===== src/rtl/pipe_ctrl.sv =====
// -----------------------------------------------------------------------------
// pipe_ctrl
//
// Stall / flush controller for a five-stage in-order pipeline
// (F -> D -> E -> M -> W). It decides, every cycle, which pipeline registers
// advance (en_*), which are loaded with a bubble (clr_*), when the multi-cycle
// divider is launched (div_go) and counts cycles in which the PC is frozen.
//
// Event priority, highest first:
//   exception in M > data-memory stall > divide > load-use hazard > branch
//
// Ports
//   clk            in   clock; all state updates on the rising edge
//   rst_n          in   asynchronous active-low reset
//   exc_m          in   exception in M stage
//   dmem_req       in   M-stage data memory access active
//   dmem_ack       in   data memory completes this cycle
//   div_start_e    in   divide instruction in E, first cycle
//   div_ready      in   divider result valid (one-cycle pulse)
//   lu_hz_d        in   load-use hazard detected in D
//   br_taken_d     in   branch/jump resolved taken in D
//   en_pc/fd/de/em/mw   out  PC and pipeline-register enables
//   clr_fd/de/em/mw     out  synchronous bubble-insert clears
//   div_go         out  one-cycle divider launch pulse
//   stall_cnt      out  saturating count of cycles with en_pc=0
//   dbg_state_o    out  current FSM state (RUN=0, MEM_WAIT=1, DIV_WAIT=2)
//
// Handshake: a memory access is outstanding while dmem_req=1 and dmem_ack=0;
// the cycle with dmem_ack=1 completes it. div_ready is a single-cycle pulse,
// so a pulse that lands while the pipe is frozen by memory is remembered in
// div_done until the pipe can move again.
// -----------------------------------------------------------------------------
module pipe_ctrl #(
    parameter int p_cntw = 16
) (
    input  logic              clk,
    input  logic              rst_n,
    input  logic              exc_m,
    input  logic              dmem_req,
    input  logic              dmem_ack,
    input  logic              div_start_e,
    input  logic              div_ready,
    input  logic              lu_hz_d,
    input  logic              br_taken_d,
    output logic              en_pc,
    output logic              en_fd,
    output logic              en_de,
    output logic              en_em,
    output logic              en_mw,
    output logic              clr_fd,
    output logic              clr_de,
    output logic              clr_em,
    output logic              clr_mw,
    output logic              div_go,
    output logic [p_cntw-1:0] stall_cnt,
    output logic [1:0]        dbg_state_o
);

    localparam logic [1:0] ST_RUN      = 2'd0;
    localparam logic [1:0] ST_MEM_WAIT = 2'd1;
    localparam logic [1:0] ST_DIV_WAIT = 2'd2;

    localparam logic [p_cntw-1:0] CNT_ONE = {{(p_cntw-1){1'b0}}, 1'b1};
    localparam logic [p_cntw-1:0] CNT_MAX = {p_cntw{1'b1}};

    logic [1:0]        state_q;
    logic [1:0]        state_d;
    logic              div_done_q;
    logic              div_done_d;
    logic [p_cntw-1:0] stall_cnt_q;
    logic [p_cntw-1:0] stall_cnt_d;
    logic              mem_stall;

    assign mem_stall = dmem_req & ~dmem_ack;

    // Next-state and output decode. Outputs depend on the present state and
    // the current inputs, so the enables take effect in the same cycle the
    // event is seen.
    always_comb begin
        en_pc      = 1'b1;
        en_fd      = 1'b1;
        en_de      = 1'b1;
        en_em      = 1'b1;
        en_mw      = 1'b1;
        clr_fd     = 1'b0;
        clr_de     = 1'b0;
        clr_em     = 1'b0;
        clr_mw     = 1'b0;
        div_go     = 1'b0;
        state_d    = state_q;
        div_done_d = div_done_q;

        if (!rst_n) begin
            // Hold everything and flush every register while in reset.
            en_pc      = 1'b0;
            en_fd      = 1'b0;
            en_de      = 1'b0;
            en_em      = 1'b0;
            en_mw      = 1'b0;
            clr_fd     = 1'b1;
            clr_de     = 1'b1;
            clr_em     = 1'b1;
            clr_mw     = 1'b1;
            state_d    = ST_RUN;
            div_done_d = 1'b0;
        end else if (exc_m) begin
            // Flush everything younger than M; the excepting instruction
            // itself still reaches W. Any divide in flight is dropped.
            clr_fd     = 1'b1;
            clr_de     = 1'b1;
            clr_em     = 1'b1;
            state_d    = ST_RUN;
            div_done_d = 1'b0;
        end else begin
            case (state_q)
                ST_RUN: begin
                    if (mem_stall) begin
                        en_pc   = 1'b0;
                        en_fd   = 1'b0;
                        en_de   = 1'b0;
                        en_em   = 1'b0;
                        en_mw   = 1'b0;
                        state_d = ST_MEM_WAIT;
                    end else if (div_start_e) begin
                        // Launch divider; hold F/D/E and bubble into M
                        // while older instructions drain through M/W.
                        div_go  = 1'b1;
                        en_pc   = 1'b0;
                        en_fd   = 1'b0;
                        en_de   = 1'b0;
                        clr_em  = 1'b1;
                        state_d = ST_DIV_WAIT;
                    end else if (lu_hz_d) begin
                        // Hold F/D, bubble into E. A branch in D is not
                        // acted on: the instruction re-evaluates next cycle.
                        en_pc  = 1'b0;
                        en_fd  = 1'b0;
                        clr_de = 1'b1;
                    end else if (br_taken_d) begin
                        clr_fd = 1'b1;
                    end
                end

                ST_MEM_WAIT: begin
                    if (mem_stall) begin
                        en_pc = 1'b0;
                        en_fd = 1'b0;
                        en_de = 1'b0;
                        en_em = 1'b0;
                        en_mw = 1'b0;
                    end else begin
                        state_d = ST_RUN;
                    end
                end

                ST_DIV_WAIT: begin
                    if (mem_stall) begin
                        en_pc = 1'b0;
                        en_fd = 1'b0;
                        en_de = 1'b0;
                        en_em = 1'b0;
                        en_mw = 1'b0;
                        // Keep a result pulse that arrives while frozen.
                        if (div_ready) begin
                            div_done_d = 1'b1;
                        end
                    end else if (div_ready || div_done_q) begin
                        state_d    = ST_RUN;
                        div_done_d = 1'b0;
                    end else begin
                        en_pc  = 1'b0;
                        en_fd  = 1'b0;
                        en_de  = 1'b0;
                        clr_em = 1'b1;
                    end
                end

                default: begin
                    // Unused encoding: recover to RUN.
                    state_d    = ST_RUN;
                    div_done_d = 1'b0;
                end
            endcase
        end
    end

    // Saturating frozen-PC counter.
    always_comb begin
        stall_cnt_d = stall_cnt_q;
        if (!en_pc && (stall_cnt_q != CNT_MAX)) begin
            stall_cnt_d = stall_cnt_q + CNT_ONE;
        end
    end

    always_ff @(posedge clk or negedge rst_n) begin
        if (!rst_n) begin
            state_q     <= ST_RUN;
            div_done_q  <= 1'b0;
            stall_cnt_q <= '0;
        end else begin
            state_q     <= state_d;
            div_done_q  <= div_done_d;
            stall_cnt_q <= stall_cnt_d;
        end
    end

    assign stall_cnt   = stall_cnt_q;
    assign dbg_state_o = state_q;

endmodule


===== config.mk =====
export PLATFORM = sky130hd
export DESIGN_NAME = pipe_ctrl
export DESIGN_NICKNAME = d
export VERILOG_FILES = /design/src/rtl/pipe_ctrl.sv
export SDC_FILE = /design/constraint.sdc
export NUM_CORES = 1
export LEC_CHECK = 0
export ABC_AREA = 1
export ABC_CLOCK_PERIOD_IN_PS = 6060
export CAP_MARGIN = 20
export CORE_UTILIZATION = 52
export CTS_CLUSTER_SIZE = 25
export DETAILED_ROUTE_END_ITERATION = 8
export PLACE_DENSITY_LB_ADDON = 0.2
export SYNTH_ARGS = -nofsm -noshare
export SYNTH_HDL_FRONTEND = slang
export SYNTH_SLANG_ARGS = --single-unit

===== constraint.sdc =====
create_clock -name clk -period 6.06 [get_ports clk]
set_input_delay 1.818 -clock clk [delete_from_list [all_inputs] [get_ports clk]]
set_output_delay 1.818 -clock clk [all_outputs]
set_load 0.01 [all_outputs]

* Yosys cells after proc, flatten, opt, wreduce, memory -nomap -nowiden
Cells that the tools add are included.
Cells by class: add/subtract/negate cells 1, equal/unequal tests 10, mux-type cells 55, bitwise gates (word level) 2, reduce and logical (&&, ||, !) cells 8
Operator list (count):
- $mux 1 | 43
- $add 16x1->16 const B | 1
- $ne 16x16->1 const B | 1
- $ne 5x5->1 const B | 3
- $mux 2 | 7
- $ne 4x4->1 const B | 3
- $pmux 1 s3 | 2
- $pmux 2 s3 | 1
- $pmux 1 s2 | 2
- $reduce_and 4->1 | 1
- $ne 3x2->1 const B | 1
- $reduce_and 3->1 | 1
- $reduce_or 3->1 | 1
- $eq 2x1->1 const B | 1
- $eq 2x2->1 const B | 1
- $logic_not 2->1 | 1
- $reduce_or 2->1 | 1
- $and 1x1->1 | 1
- $logic_and 1x1->1 | 1
- $logic_not 1->1 | 1
- $logic_or 1x1->1 | 1
- $not 1->1 | 1
Word-level totals: bits in registers 19, input bits 9, output and inout bits 28, logic and storage cells 79

* Depth between registers and ports, before layout
word-level depth 8, mapped depth 11, gate-level depth less buffers 10

* Worst setup path before layout
OpenSTA, ideal clock, no wires.
path type input -> output, start in dmem_req, end out en_pc, arrival time 2.824 ns, data required time 4.242 ns, setup slack 1.418 ns, cell stages on the path 9, buffers on the path 2, cells stage by stage inv_1 -> nor2_2 -> nand2_1 -> nand2_1 -> nand2_1 -> nand2_2 -> buf_2 -> inv_1 -> buf_4
Between the ends: longest elaborated chain between the ends 5, elaborated cells on any way between the ends 7, those cells by class mux (6); bitwise (1)
RTL lines:
- start, declared | RTL line 39 | input logic dmem_req,
- $and 1x1->1 (*) | RTL line 74 | assign mem_stall = dmem_req & ~dmem_ack;
- $mux 1 (on tied branches)
- $pmux 1 s3 (*)
- $mux 1 (*) (2 in series)
- end, declared | RTL line 45 | output logic en_pc,
Every way passes the cells marked *; elsewhere a longest branch is shown, timed or not.

* Final worst setup path
start in dmem_ack, end out en_de
Between the ends: longest elaborated chain between the ends 6, elaborated cells on any way between the ends 8, those cells by class mux (6); bitwise (2)
RTL lines:
- start, declared | RTL line 40 | input logic dmem_ack,
- $not 1->1 (*) | RTL line 74
- $and 1x1->1 (*) | RTL line 74
- $mux 1 (on tied branches) | RTL line 157, 117, 145
- $pmux 1 s3 (*) | RTL line 115 | case (state_q)
- $mux 1 (*) | RTL line 106 | end else if (exc_m) begin
- $mux 1 (*) | RTL line 93 | if (!rst_n) begin
- end, declared | RTL line 47 | output logic en_de,
Marked as above.

==> out/summary.json <==
{
  "drt": {
    "dr_total_vias": 1395,
    "drt_wl_total_mm": 3.07,
    "detail_route.wl_per_cell_um": 11.1,
    "dr.pass1.iters": 4,
    "ant_nets": 0,
    "residual_drc": 0,
    "vias_per_cell": 5.07,
    "drtIter0Drc": 46
  },
  "layout": {
    "diodes": 0,
    "final_design_area_no_fill_sq_mm": 0.00177,
    "final_layout_size_suffix_gt1_frac": 0.0694,
    "fin_cells": 275,
    "layout-area-overhead-vs-synth_pct": 30.1,
    "nets_finish": 256,
    "fillers": 213
  },
  "cts": {
    "number_of_buffers_inserted_during_clock_tree_synthesis": 3,
    "clock_root_buffer": "clkbuf_4",
    "number_of_setup_buffers_added_after_cts": 0,
    "cts_num_sinks": 19,
    "postCtsHoldBufs": 0,
    "clk_transition_reported_paths_ns": 0.10,
    "clock_tree_from_tritoncts": "done",
    "cts_repair_resize_count": 0,
    "cts.htree.levels": 1,
    "cts.path.max_buffers": 2,
    "clk_latency_ns": 0.30
  },
  "placement": {
    "buffer_ports.inserted": 36,
    "post-dp-hpwl_mm": 2.25,
    "place_area_sq_mm": 0.00175,
    "gp_congestion": 0.862,
    "numPlacedInstances": 271
  },
  "grt": {
    "global_route.usage.total": 0.248,
    "grt_start_max_net_pins": 21,
    "grt_antenna_before_repair": 0,
    "first_global_vias": 1171,
    "grt_pass1_wl_mm": 5.06,
    "gr-total-overflow": 0
  },
  "setup_path": {
    "arrival_worst_endpoint_ns": 3.48,
    "worst_setup_path_end_kind": "output pin",
    "critPathMaxFanout": 7,
    "worstPathRequired_ns": 4.24,
    "worstSetupPathType": "in2out",
    "startpoint_type": "input pin"
  },
  "logic_synthesis": {
    "syn-mean-instance-area_sq_um": 6.58,
    "synth-warning-count": 0,
    "asyncSetResetFlopFracSynth": 1.00,
    "netlist_instances": 207,
    "synth-edff-count": 0,
    "compound_gate_portion_of_the_synthesized_area": 0.0349,
    "synth-xor-area-share": 0.0386,
    "synth_most_common_cell": "nand2_1",
    "post_synth_mux_area_share": 0,
    "synthSimpleGateAreaFrac": 0.473,
    "synth_ff_type": "dfrtp_1",
    "synth.cell_area_sq_mm": 0.00136,
    "synth_top_cell_by_area": "dfrtp_1",
    "yosys-top-cells-area": "dfrtp_1, nand2_1, nand3_1",
    "yosys.area_share.adder": 0.00918,
    "synth.yosys.seq_area_share": 0.349,
    "synth.net_count": 217,
    "synth_cell_type_count": 24,
    "ys_top_cells_by_count": "nand2_1, nand3_1, inv_1, dfrtp_1, nor2_1",
    "dominant_combinational_cell_family_by_area_after_synthesis": "simple AND/OR/NAND/NOR gates",
    "synth_largest_type_area_fraction": 0.349,
    "yosys_register_bits": 19
  },
  "sta": {
    "finClkSkew_ns": 0.00567,
    "slew_headroom": 0.736,
    "report.final.setup_viol": 0,
    "max_slew.worst_pin.slew_ns": 0.394,
    "fmax_mhz": 189,
    "report.final.slew_viol_count": 0,
    "rsz_0062_raised_after_global_routing": "no",
    "final.period_utilization": 0.874,
    "timing.final.crit_period_ns": 5.30,
    "hold_viol_final": 0,
    "setup_total_negative_slack_ns": 0
  },
  "pwr": {
    "power.share.switching": 0.353,
    "power.net_switching_mw": 0.132,
    "ir_drop_uv": 185,
    "seq_power_share": 0.456,
    "part_of_the_total_power_dissipated_in_combinational_logic": 0.370,
    "power.internal_mw": 0.243,
    "power.density_cell_area_mw_per_mm2": 211,
    "power.static_leakage_nw": 0.904,
    "power.clock.fraction": 0.174
  },
  "die": {
    "core_area_sq_mm": 0.00248,
    "std_cell_rows": 18,
    "floorplan.die.width_um": 53.2,
    "start_util": 0.550,
    "ios": 37,
    "die_area_sq_mm": 0.00283,
    "floorplan.die.height_um": 53.2
  },
  "status": {
    "status": "complete, no violations"
  },
  "hold_path": {
    "hold_class": "reg2reg"
  },
  "run": {
    "max_cap_violations": 0
  }
}
-- final timing paths --
path                                                  end  slack [ns]                       from  cells past startpoint
worst max-delay path                                en_de        0.76                   dmem_ack                      6
worst min-delay path            stall_cnt[15]$_DFFE_PN0P_        0.56  stall_cnt[15]$_DFFE_PN0P_                      2
worst max register to register  stall_cnt[10]$_DFFE_PN0P_        4.30   stall_cnt[1]$_DFFE_PN0P_                      9
worst min register to register  stall_cnt[15]$_DFFE_PN0P_        0.56  stall_cnt[15]$_DFFE_PN0P_                      2
max in group asynchronous        stall_cnt[1]$_DFFE_PN0P_        3.97                      rst_n                      2
min in group asynchronous       stall_cnt[12]$_DFFE_PN0P_        1.88                      rst_n                      2
-- state kept, by name (all words and copies together), names as in the netlist --
register	count
stall_cnt	16
dbg_state_o	2
div_done_q	1
-- final cells by class --
class	instances	area (sq um)	area share
multi-input combinational	158	757	0.427
clock buffer	4	26.3	0.0148
timing repair buffer	39	383	0.216
tap	30	37.5	0.0212
sequential	19	475	0.268
inverter	25	93.8	0.0529
-- routing by layer --
layer / global-route usage / wire length [um] / up-vias
met5: 0 / 0 / -
met4: 0.0789 / 34 / 0
met3: 0.0345 / 126 / 4
met2: 0.376 / 1370 / 41
met1: 0.362 / 1530 / 628
li1: - / - / 722
-- cell usage in the layout, fill, tap and decap left out, types with 5 or more instances in the layout --
master            n
nand2_1          80
dfrtp_1          19
clkdlybuf4s50_1  36
inv_1            24
o21ai_0           5
nor2_1           17
nand3_1          29
-- worst max-delay path, stage by stage --
cell and delay (ns):
clkdlybuf4s50_1 0.49, nor2_2 0.08, nor2_1 0.21, nand2_1 0.13
a21oi_1 0.18, clkdlybuf4s50_1 0.56
-- logic make-up (layout without fill, tap and decap cells) --
group,count (synthesis),count (layout)
fa+ha+maj,1,1
compound gates,9,9
simple gates,142,142
xor+xnor,6,6
flops,19,19
buf+inv,30,68
-- power groups by stage --
stage	Clock (mW)	Combinational, mW	Sequential (mW)
after floorplan	0	0.0690	0.178
after global placement	0	0.136	0.173
after detailed placement	0	0.138	0.174
after CTS	0.0654	0.140	0.171
after global routing	0.0712	0.156	0.176
final	0.0652	0.139	0.171
-- metrics by stage --
step / setup WS [ns] / utilization / hold WS (ns) / total power, mW
after detailed placement: 0.780 / 0.705 / 0.536 / 0.312
final: 0.762 / 0.716 / 0.558 / 0.375
after floorplan: 1.42 / - / 0.543 / 0.247
after CTS: 0.771 / 0.716 / 0.563 / 0.376
after global routing: 0.646 / 0.716 / 0.595 / 0.403
after global placement: 0.858 / 0.705 / 0.529 / 0.310
No activity file was read; power rests on OpenSTA's default activity.
